===== src/rtl/rr_arbiter_8_index.sv =====
`default_nettype none
// +----------------------------------------------------------------------------+
// | rr_arbiter_8_index : registered 8-way round-robin arbiter, binary grant idx |
// | Revision 1.0                                                               |
// +----------------------------------------------------------------------------+
// `release` is a reserved SystemVerilog keyword, so the owner's early-end pulse is named release_req.
module rr_arbiter_8_index #(
  parameter int unsigned HOLD_MAX = 16
) (
  input  logic       clk,
  input  logic       rst_n,
  input  logic [7:0] req,
  input  logic       release_req,
  input  logic       arb_en,
  output logic [2:0] grant_idx,
  output logic       grant_valid,
  output logic       timeout
);

  localparam logic [7:0] C_HOLD_MAX = 8'(HOLD_MAX);

  typedef enum logic [0:0] {
    IDLE  = 1'b0,
    GRANT = 1'b1
  } state_t;

  state_t     state_q, state_d;
  logic [2:0] ptr_q, ptr_d;
  logic [2:0] grant_idx_q, grant_idx_d;
  logic [7:0] hold_cnt_q, hold_cnt_d;
  logic       timeout_q, timeout_d;

  logic       w_found;
  logic [2:0] w_winner;
  logic [2:0] w_scan;
  logic       w_req_drop;
  logic       w_hold_hit;

  // Scan req starting at ptr, wrapping mod 8; the 3-bit add does the wrap.
  always_comb begin
    w_found  = 1'b0;
    w_winner = ptr_q;
    w_scan   = ptr_q;
    for (int i = 0; i < 8; i++) begin
      w_scan = ptr_q + 3'(i);
      if (!w_found && req[w_scan]) begin
        w_found  = 1'b1;
        w_winner = w_scan;
      end
    end
  end

  assign w_req_drop = ~req[grant_idx_q];
  assign w_hold_hit = (hold_cnt_q == C_HOLD_MAX);

  always_comb begin
    state_d     = state_q;
    ptr_d       = ptr_q;
    grant_idx_d = grant_idx_q;
    hold_cnt_d  = hold_cnt_q;
    timeout_d   = 1'b0;
    case (state_q)
      IDLE: begin
        if (arb_en && w_found) begin
          grant_idx_d = w_winner;
          hold_cnt_d  = 8'd1;
          state_d     = GRANT;
        end
      end
      GRANT: begin
        if (w_req_drop || release_req || w_hold_hit) begin
          state_d   = IDLE;
          ptr_d     = grant_idx_q + 3'd1;
          // Timeout is flagged only when the hold limit alone ended the grant.
          timeout_d = w_hold_hit && !w_req_drop && !release_req;
        end else if (hold_cnt_q != 8'hFF) begin
          hold_cnt_d = hold_cnt_q + 8'd1;
        end
      end
      default: state_d = IDLE;
    endcase
  end

  always_ff @(posedge clk or negedge rst_n) begin
    if (!rst_n) begin
      state_q     <= IDLE;
      ptr_q       <= 3'd0;
      grant_idx_q <= 3'd0;
      hold_cnt_q  <= 8'd0;
      timeout_q   <= 1'b0;
    end else begin
      state_q     <= state_d;
      ptr_q       <= ptr_d;
      grant_idx_q <= grant_idx_d;
      hold_cnt_q  <= hold_cnt_d;
      timeout_q   <= timeout_d;
    end
  end

  assign grant_idx   = grant_idx_q;
  assign grant_valid = (state_q == GRANT);
  assign timeout     = timeout_q;

endmodule
`default_nettype wire


===== config.mk =====
export PLATFORM = sky130hd
export DESIGN_NAME = rr_arbiter_8_index
export DESIGN_NICKNAME = d
export VERILOG_FILES = /design/src/rtl/rr_arbiter_8_index.sv
export SDC_FILE = /design/constraint.sdc
export NUM_CORES = 1
export LEC_CHECK = 0
export CORE_MARGIN = 5
export CORE_UTILIZATION = 63
export CTS_BUF_LIST = sky130_fd_sc_hd__clkbuf_8
export CTS_CLUSTER_DIAMETER = 40
export DETAILED_ROUTE_END_ITERATION = 12
export PLACE_DENSITY = 0.93
export SETUP_SLACK_MARGIN = 0.2
export SYNTH_ARGS = -nofsm -noshare
export SYNTH_HDL_FRONTEND = slang
export SYNTH_SLANG_ARGS = --single-unit

===== constraint.sdc =====
create_clock -name clk -period 5.4 [get_ports clk]
set_input_delay 1.62 -clock clk [delete_from_list [all_inputs] [get_ports clk]]
set_output_delay 1.62 -clock clk [all_outputs]
set_load 0.1 [all_outputs]

==> flow_summary_export.csv, run 1 <==
group,metric,value,unit
timing,tightest_slew,0.975,ns
timing,clock.fmax,0.232,GHz
layout,syn_to_final_growth,8.45,%
cts,clock_latency,0.25,ns
timing,finalClockSkew,0.00329,ns
floorplan,die_y,64.2,um
route,wl_per_cell,20.5,um
timing,rsz0062_at_grt,"false",
layout,fin_nets,207,
cts,path_clk_slew,0.06,ns
critical_path,startpoint_type,"primary input",
layout,n_antenna_cell,0,
floorplan,start_util,0.666,
route,ant_nets,0,
yosys,synth_edf_count,0,
yosys,ys_warn_count,0,
global_routing,grt.overflow.total,0,
critical_path,crit_type,"in2reg",
yosys,yosys_most_used_dff,"dfrtp_1",
global_routing,grt_max_degree,21,
layout,drive_above_1_share,0.180,
global_routing,antenna_found_initial,0,
yosys,syn_area_per_cell,10.3,um2
cts,cts_resized,0,
yosys,yosysTopAreaCell,"dfrtp_1",
yosys,syn_area,1850,um2
yosys,syn_nets,196,
placed_design,gp_congestion,0.923,
layout,seq_area,400,um2
floorplan,core,2780,um2
cts,ctsLongestPathBuffers,2,
yosys,ys_async_sr_fraction,1.00,
layout,fillers,185,
yosys,yosysSeqAreaShare,0.216,
yosys,synthTopCellsByArea,"dfrtp_1 22%, mux4_2 12%, mux2i_1 7.0%, mux4_1 4.3%, ha_1 3.4%",
route,post-route-drc-count,0,
global_routing,grt_pass1_wl,7710,um
critical_path,endpoint_kind,"flip-flop",
critical_path,worst_ep_required_time,5.54,ns
yosys,synth.distinct_cells,59,
worst_hold_path,hold_path_class,"reg2reg",
global_routing,grt_pass1_vias,1587,
critical_path,worstPathMaxFanout,13,
floorplan,die_w,64.2,um
cts,cts_sinks,16,
cts,htreeDepth,1,
yosys,syn_inst,179,
placed_design,dp_hpwl,3400,um
route,vias,1589,
global_routing,grt_usage,0.233,
timing,finalHoldViolCount,0,
route,routed_wl,4520,um
floorplan,pin_count,17,
cts,clk_root_buffer_cell,"clkbuf_8",
floorplan,row_count,19,
timing,period_needed,4.30,ns
cts,ctsHoldBuffers,0,
placed_design,io_buffers,16,
run,max_cap_violations,0,
yosys,yosysTopAreaCellShare,0.216,
critical_path,critical_path_arrival,4.44,ns
timing,drv_slew,0,
layout,multi_input_area,1320,um2
cts,cts_tree,"done",
timing,totalNegativeSetupSlack,0,ns
route,drt_iter0_drc,106,
cts,cts_setup_buffers,0,
timing,setup_violations,0,
cts,cts_buffers,3,
yosys,ys_ff_latch,16,
run_status,status,"completed",
route,viasPerCell,7.22,
floorplan,dieArea,4120,um2
timing,slew_headroom,0.348,
route,dr.pass1.iters,4,
timing,post-route-period-util,0.797,
## worst paths after layout
path	startpoint	depth (start not counted)	slack (ns)	endpoint
worst max-delay path	req[2]	7	1.10	grant_idx[0]
min in group asynchronous	rst_n	1	1.79	hold_cnt_q[2]
worst min-delay path	hold_cnt_q[5]	2	0.58	hold_cnt_q[5]
max in group asynchronous	rst_n	1	3.18	hold_cnt_q[5]
worst max register to register	ptr_q[0]	7	1.62	grant_idx[0]
worst min register to register	hold_cnt_q[5]	2	0.58	hold_cnt_q[5]
## registers in the layout, indices dropped and copies added, names as in the netlist
signal       count
ptr_q            3
hold_cnt_q       8
timeout          1
grant_valid      1
grant_idx        3
## logic make-up after synthesis
kind of cell / Yosys count / share of synthesized area
fa+ha+maj: 5 / 0.0338
compound gates: 37 / 0.157
flops: 16 / 0.216
mux: 33 / 0.287
buf+inv: 18 / 0.0689
simple gates: 59 / 0.180
xor+xnor: 11 / 0.0561
## placed cells by master (no fill, tap or decap), types with 4 or more instances in the layout
cell type and n:
and3_1 7, clkbuf_8 4, clkdlybuf4s50_1 16, dfrtp_1 16, ha_1 5, inv_1 8
mux2_2 4, mux2i_1 13, mux4_2 10, nand2_1 9, nand3_1 6, nor2_1 16
o21ai_0 6, xnor2_1 6, xor2_1 4
## layout make-up
class                      count  area share
clock buffer                   4      0.0274
timing repair buffer          16      0.0798
multi-input combinational    145       0.659
sequential                    16       0.199
tap                           31      0.0193
inverter                       8      0.0150
## stage by stage
step	std cells	hold WS (ns)	setup slack (ns)	instance area, um2	utilization
after floorplan	179	0.518	1.91	1850	-
after global placement	216	0.555	1.01	1950	0.702
after detailed placement	216	0.556	0.918	1950	0.702
after CTS	220	0.581	1.16	2010	0.722
after global routing	220	0.602	0.969	2010	0.722
final	220	0.580	1.10	2010	0.722
## synthesized netlist by cell type (all sizes together) (5+ instances only)
library cell,n
mux2,6
nor2,16
ha,5
xor2,5
mux4,13
inv,8
and3,7
nand2,10
o21ai,6
a21oi,5
nand3,6
xnor2,6
mux2i,14
buf,6
dfrtp,16
## critical path, stage by stage
cell,delay (ns)
clkdlybuf4s50_1,0.61
mux2i_1,0.16
mux4_2,0.57
a22oi_1,0.40
nor4b_4,0.13
a21oi_2,0.58
mux2_4,0.35
## layer usage
layer / wire length, um / track usage / up-vias
met1: 1820 / 0.296 / 796
met5: 0 / 0 / -
met3: 224 / 0.0385 / 16
li1: - / - / 708
met2: 2320 / 0.392 / 69
met4: 144 / 0.0941 / 0
Power of run 1 is left out: the tool's default activity adds up to more than one toggle a clock period on the data nets, which glitch-free logic cannot reach.
==> run 2, diff against run 1 <==
- CORE_UTILIZATION: 63 -> 54
- PLACE_DENSITY: 0.93 -> 0.86
- clock period: 5.4 -> 3.7 ns (I/O delays scaled with it)
==> run 2 against run 1 <==
Against the previous run: via count shrank 4.3%; critical path depth grew 2; setup slack lost 0.58 ns; hold slack lost 0.031 ns; flip-flop and latch count is the same.
==> flow_summary_export.csv, run 2 (synthesized netlist as in run 1, its figures left out) <==
group,metric,value,unit
critical_path,crit_family,"multiplexers",
worst_hold_path,hp-start,"ptr_q[0]",
cts,ctsLongestPathBuffers,2,
critical_path,endpoint_kind,"flip-flop",
global_routing,grt_pass1_wl,6890,um
route,drt_iter0_drc,136,
floorplan,pin_count,17,
layout,drive_above_1_share,0.267,
cts,htreeDepth,1,
layout,fin_util,0.646,
global_routing,grt_max_degree,21,
route,ant_nets,0,
cts,path_clk_slew,0.06,ns
floorplan,dieArea,4700,um2
run_status,status,"completed",
worst_hold_path,hold_path_class,"reg2reg",
floorplan,die_y,68.6,um
critical_path,cpPeakStageDelay,0.62,ns
critical_path,crit_buf_inv,2,
cts,cts_buffers,3,
cts,cts_sinks,16,
critical_path,crit_path_start,"ptr_q[1]",
critical_path,rrSetupSlack,0.52,ns
route,viasPerCell,6.13,
cts,clock_latency,0.24,ns
route,vias,1520,
layout,largest_reg_flops,8,
timing,setup_violations,0,
critical_path,critical_path_arrival,3.31,ns
timing,rsz0062_at_grt,"false",
placed_design,gp_congestion,0.965,
critical_path,critPathSlowestCell,"mux4_2",
floorplan,start_util,0.555,
layout,n_antenna_cell,0,
global_routing,grt_usage,0.192,
route,routed_wl,4180,um
layout,final_area,2160,um2
critical_path,reg2reg_to,"grant_idx[0]",
critical_path,reg2reg_from,"ptr_q[1]",
cts,cts_tree,"done",
timing,finalClockSkew,0.00257,ns
timing,tightest_slew,0.737,ns
critical_path,r2r_cells,9,
timing,drv_slew,0,
timing,post-route-period-util,0.860,
timing,clock.fmax,0.314,GHz
layout,layout_commonest_cell,"buf_4",
route,dr.pass1.iters,4,
placed_design,io_buffers,16,
timing,finalHoldViolCount,0,
placed_design,dp_hpwl,3150,um
critical_path,cp_cell_sequence,"inv_1, ha_1, mux4_2, a22o_2, nor4b_4, buf_4, a221oi_2, xnor2_1, mux2_4",
placed_design,placed_area,2040,um2
floorplan,row_count,21,
worst_hold_path,hold-path-endpoint,"ptr_q[0]",
worst_hold_path,worstHoldPathCells,2,
global_routing,grt.overflow.total,0,
critical_path,worst_ep_required_time,3.83,ns
run,max_cap_violations,0,
critical_path,startpoint_type,"flip-flop",
layout,layout_common_cells,"17 x buf_4, 16 x nor2_1, 16 x dfrtp_1, 12 x mux2i_1, 10 x mux4_2",
route,wl_per_cell,16.8,um
floorplan,die_w,68.6,um
route,post-route-drc-count,0,
timing,totalNegativeSetupSlack,0,ns
timing,slew_headroom,0.509,
critical_path,worstPathMaxFanout,10,
critical_path,crit_type,"reg2reg",
layout,top_register,"hold_cnt_q",
floorplan,core,3340,um2
global_routing,grt_pass1_vias,1409,
layout,fin_nets,220,
timing,period_needed,3.18,ns
cts,clk_root_buffer_cell,"clkbuf_8",
global_routing,antenna_found_initial,0,
layout,syn_to_final_growth,16.5,%
layout,fillers,270,
[run 2: cell type report]
type                    count  area [um2]  share of cell area
well taps                  46        57.6              0.0267
flip-flops and latches     16         400               0.186
clock buffers               4        55.1              0.0255
repair buffers             29         278               0.129
inverters                   8        30.0              0.0139
multi-input cells         145        1340               0.619
[run 2: worst register-to-register path, stage by stage (launching register included)]
cell and delay [ns]:
dfrtp_1 0.50, inv_1 0.14, ha_1 0.57, mux4_2 0.62, a22o_2 0.33, nor4b_4 0.14
buf_4 0.15, a221oi_2 0.27, xnor2_1 0.09, mux2_4 0.26
[run 2: worst max path at each step]
stage                          to  slack (ns)  cells after the start
finish               grant_idx[0]        0.52                      9
global route         grant_idx[0]        0.36                      9
floorplan            grant_idx[0]        0.72                      7
global placement     grant_idx[0]        0.08                      8
detailed placement   grant_idx[0]        0.02                      8
CTS                 hold_cnt_q[0]        0.26                      9
[run 2: metal layers]
| layer | wire, um | vias up | GRT usage |
|---|---|---|---|
| li1 | - | 734 | - |
| met1 | 1890 | 732 | 0.273 |
| met2 | 2060 | 50 | 0.317 |
| met3 | 191 | 4 | 0.0308 |
| met4 | 31 | 0 | 0.0248 |
| met5 | 0 | - | 0 |
[run 2: timing repair]
action                     in CTS  in global routing
hold buffers                    0                  0
buffers inserted                0                  4
setup endpoints to repair       0                  7
gates resized for setup         0                 11
[run 2: metrics by stage]
stage          setup slack [ns]  hold slack (ns)  std cells
4_1_cts                   0.264            0.555        244
6_report                  0.519            0.549        248
5_1_grt                   0.365            0.590        248
3_5_place_dp             0.0208            0.538        240
2_1_floorplan             0.725            0.518        179
3_3_place_gp             0.0849            0.531        240
Power of run 2 is left out for the same reason.
==> run 3, diff against run 2 <==
- MAX_ROUTING_LAYER: unset -> met4
==> run 3 against run 2 <==
Against the previous run: global-route usage increased by 0.59 points; first-iteration DRC count decreased by 8.1%; non-clock buffer count decreased by 3; critical path depth decreased by 1; clock skew about the same; highest routed layer unchanged; utilization decreased by 0.97 points; routed wire length decreased by 0.29%; sequential share of layout area increased by 0.28 points; flip-flop and latch count unchanged; count of clock-buffer cells in the layout unchanged.
==> flow_summary_export.csv, run 3 (synthesized netlist as in run 1, its figures left out) <==
group,metric,value,unit
timing,drv_slew,0,
global_routing,grt_pass1_vias,1425,
placed_design,io_buffers,16,
layout,fin_util,0.637,
global_routing,grt.overflow.total,0,
critical_path,worst_ep_required_time,3.84,ns
route,drt_iter0_drc,125,
global_routing,antenna_found_initial,0,
critical_path,critical_path_arrival,3.55,ns
floorplan,die_y,68.6,um
timing,finalClockSkew,0.00241,ns
route,dr.pass1.iters,5,
run_status,status,"completed",
layout,n_antenna_cell,0,
cts,clk_root_buffer_cell,"clkbuf_8",
cts,ctsLongestPathBuffers,2,
layout,drive_above_1_share,0.271,
timing,finalHoldViolCount,0,
layout,syn_to_final_growth,14.7,%
timing,slew_headroom,0.529,
floorplan,pin_count,17,
route,vias,1527,
cts,clock_latency,0.25,ns
route,wl_per_cell,17.0,um
critical_path,crit_type,"in2reg",
floorplan,row_count,21,
layout,largest_reg_flops,8,
floorplan,start_util,0.555,
cts,path_clk_slew,0.06,ns
placed_design,dp_hpwl,3190,um
layout,layout_common_cells,"16 x nor2_1, 16 x dfrtp_1, 14 x buf_4, 12 x mux4_2, 12 x mux2i_1",
timing,totalNegativeSetupSlack,0,ns
route,routed_wl,4170,um
critical_path,endpoint_kind,"flip-flop",
cts,cts_tree,"done",
route,viasPerCell,6.23,
run,max_cap_violations,0,
global_routing,grt_max_degree,21,
worst_hold_path,worstHoldPathCells,2,
layout,fin_nets,217,
cts,htreeDepth,1,
layout,fillers,268,
global_routing,grt_pass1_wl,6760,um
timing,post-route-period-util,0.923,
route,ant_nets,0,
critical_path,worstPathMaxFanout,7,
floorplan,dieArea,4700,um2
cts,cts_sinks,16,
timing,setup_violations,0,
cts,cts_buffers,3,
worst_hold_path,hold_path_class,"reg2reg",
route,post-route-drc-count,0,
placed_design,gp_congestion,0.979,
floorplan,core,3340,um2
timing,period_needed,3.41,ns
global_routing,grt_usage,0.198,
timing,clock.fmax,0.293,GHz
critical_path,startpoint_type,"primary input",
timing,rsz0062_at_grt,"false",
critical_path,r2r_cells,9,
floorplan,die_w,68.6,um
timing,tightest_slew,0.705,ns
layout,top_register,"hold_cnt_q",
[run 3: routing by layer]
layer | global-route usage | wire length (um) | vias up
met3 | 0.0389 | 203 | 4
met1 | 0.268 | 1890 | 746
met2 | 0.313 | 2050 | 48
li1 | - | - | 729
met4 | 0.0347 | 25 | 0
met5 | - | 0 | -
[run 3: final timing paths]
path                               start       endpoint  slack [ns]
setup / recovery                  req[2]   grant_idx[0]        0.29
hold / removal             hold_cnt_q[4]  hold_cnt_q[4]        0.57
setup reg to reg                ptr_q[1]   grant_idx[0]        0.61
hold reg to reg            hold_cnt_q[4]  hold_cnt_q[4]        0.57
max in group asynchronous          rst_n  hold_cnt_q[0]        1.97
min in group asynchronous          rst_n  hold_cnt_q[5]        1.28
[run 3: stage by stage]
stage / hold WS [ns] / cell area [um2] / cells / setup WS [ns]
2_1_floorplan: 0.518 / 1850 / 179 / 0.725
3_3_place_gp: 0.528 / 2040 / 240 / 0.0999
3_5_place_dp: 0.554 / 2040 / 240 / 0.0183
4_1_cts: 0.572 / 2090 / 244 / 0.289
5_1_grt: 0.607 / 2120 / 245 / 0.225
6_report: 0.565 / 2120 / 245 / 0.285
[run 3: final cells by class]
class | instances | area, um2 | area share
multi-input cells | 145 | 1340 | 0.631
flip-flops and latches | 16 | 400 | 0.188
well taps | 46 | 57.6 | 0.0271
repair buffers | 26 | 240 | 0.113
inverters | 8 | 30.0 | 0.0141
clock buffers | 4 | 55.1 | 0.0259
[run 3: critical path: stages]
cell             delay, ns
clkdlybuf4s50_1       0.58
mux2i_1               0.16
mux4_2                0.58
a22o_4                0.31
nor4b_4               0.15
a221oi_2              0.29
xnor2_1               0.10
mux2_4                0.26
[run 3: what timing repair did]
item                                    4_1_cts  5_1_grt
hold buffers                                  0        0
resized for setup                             0        8
buffers inserted                              0        1
endpoints found under the setup margin        0        7
Power of run 3 is left out for the same reason.
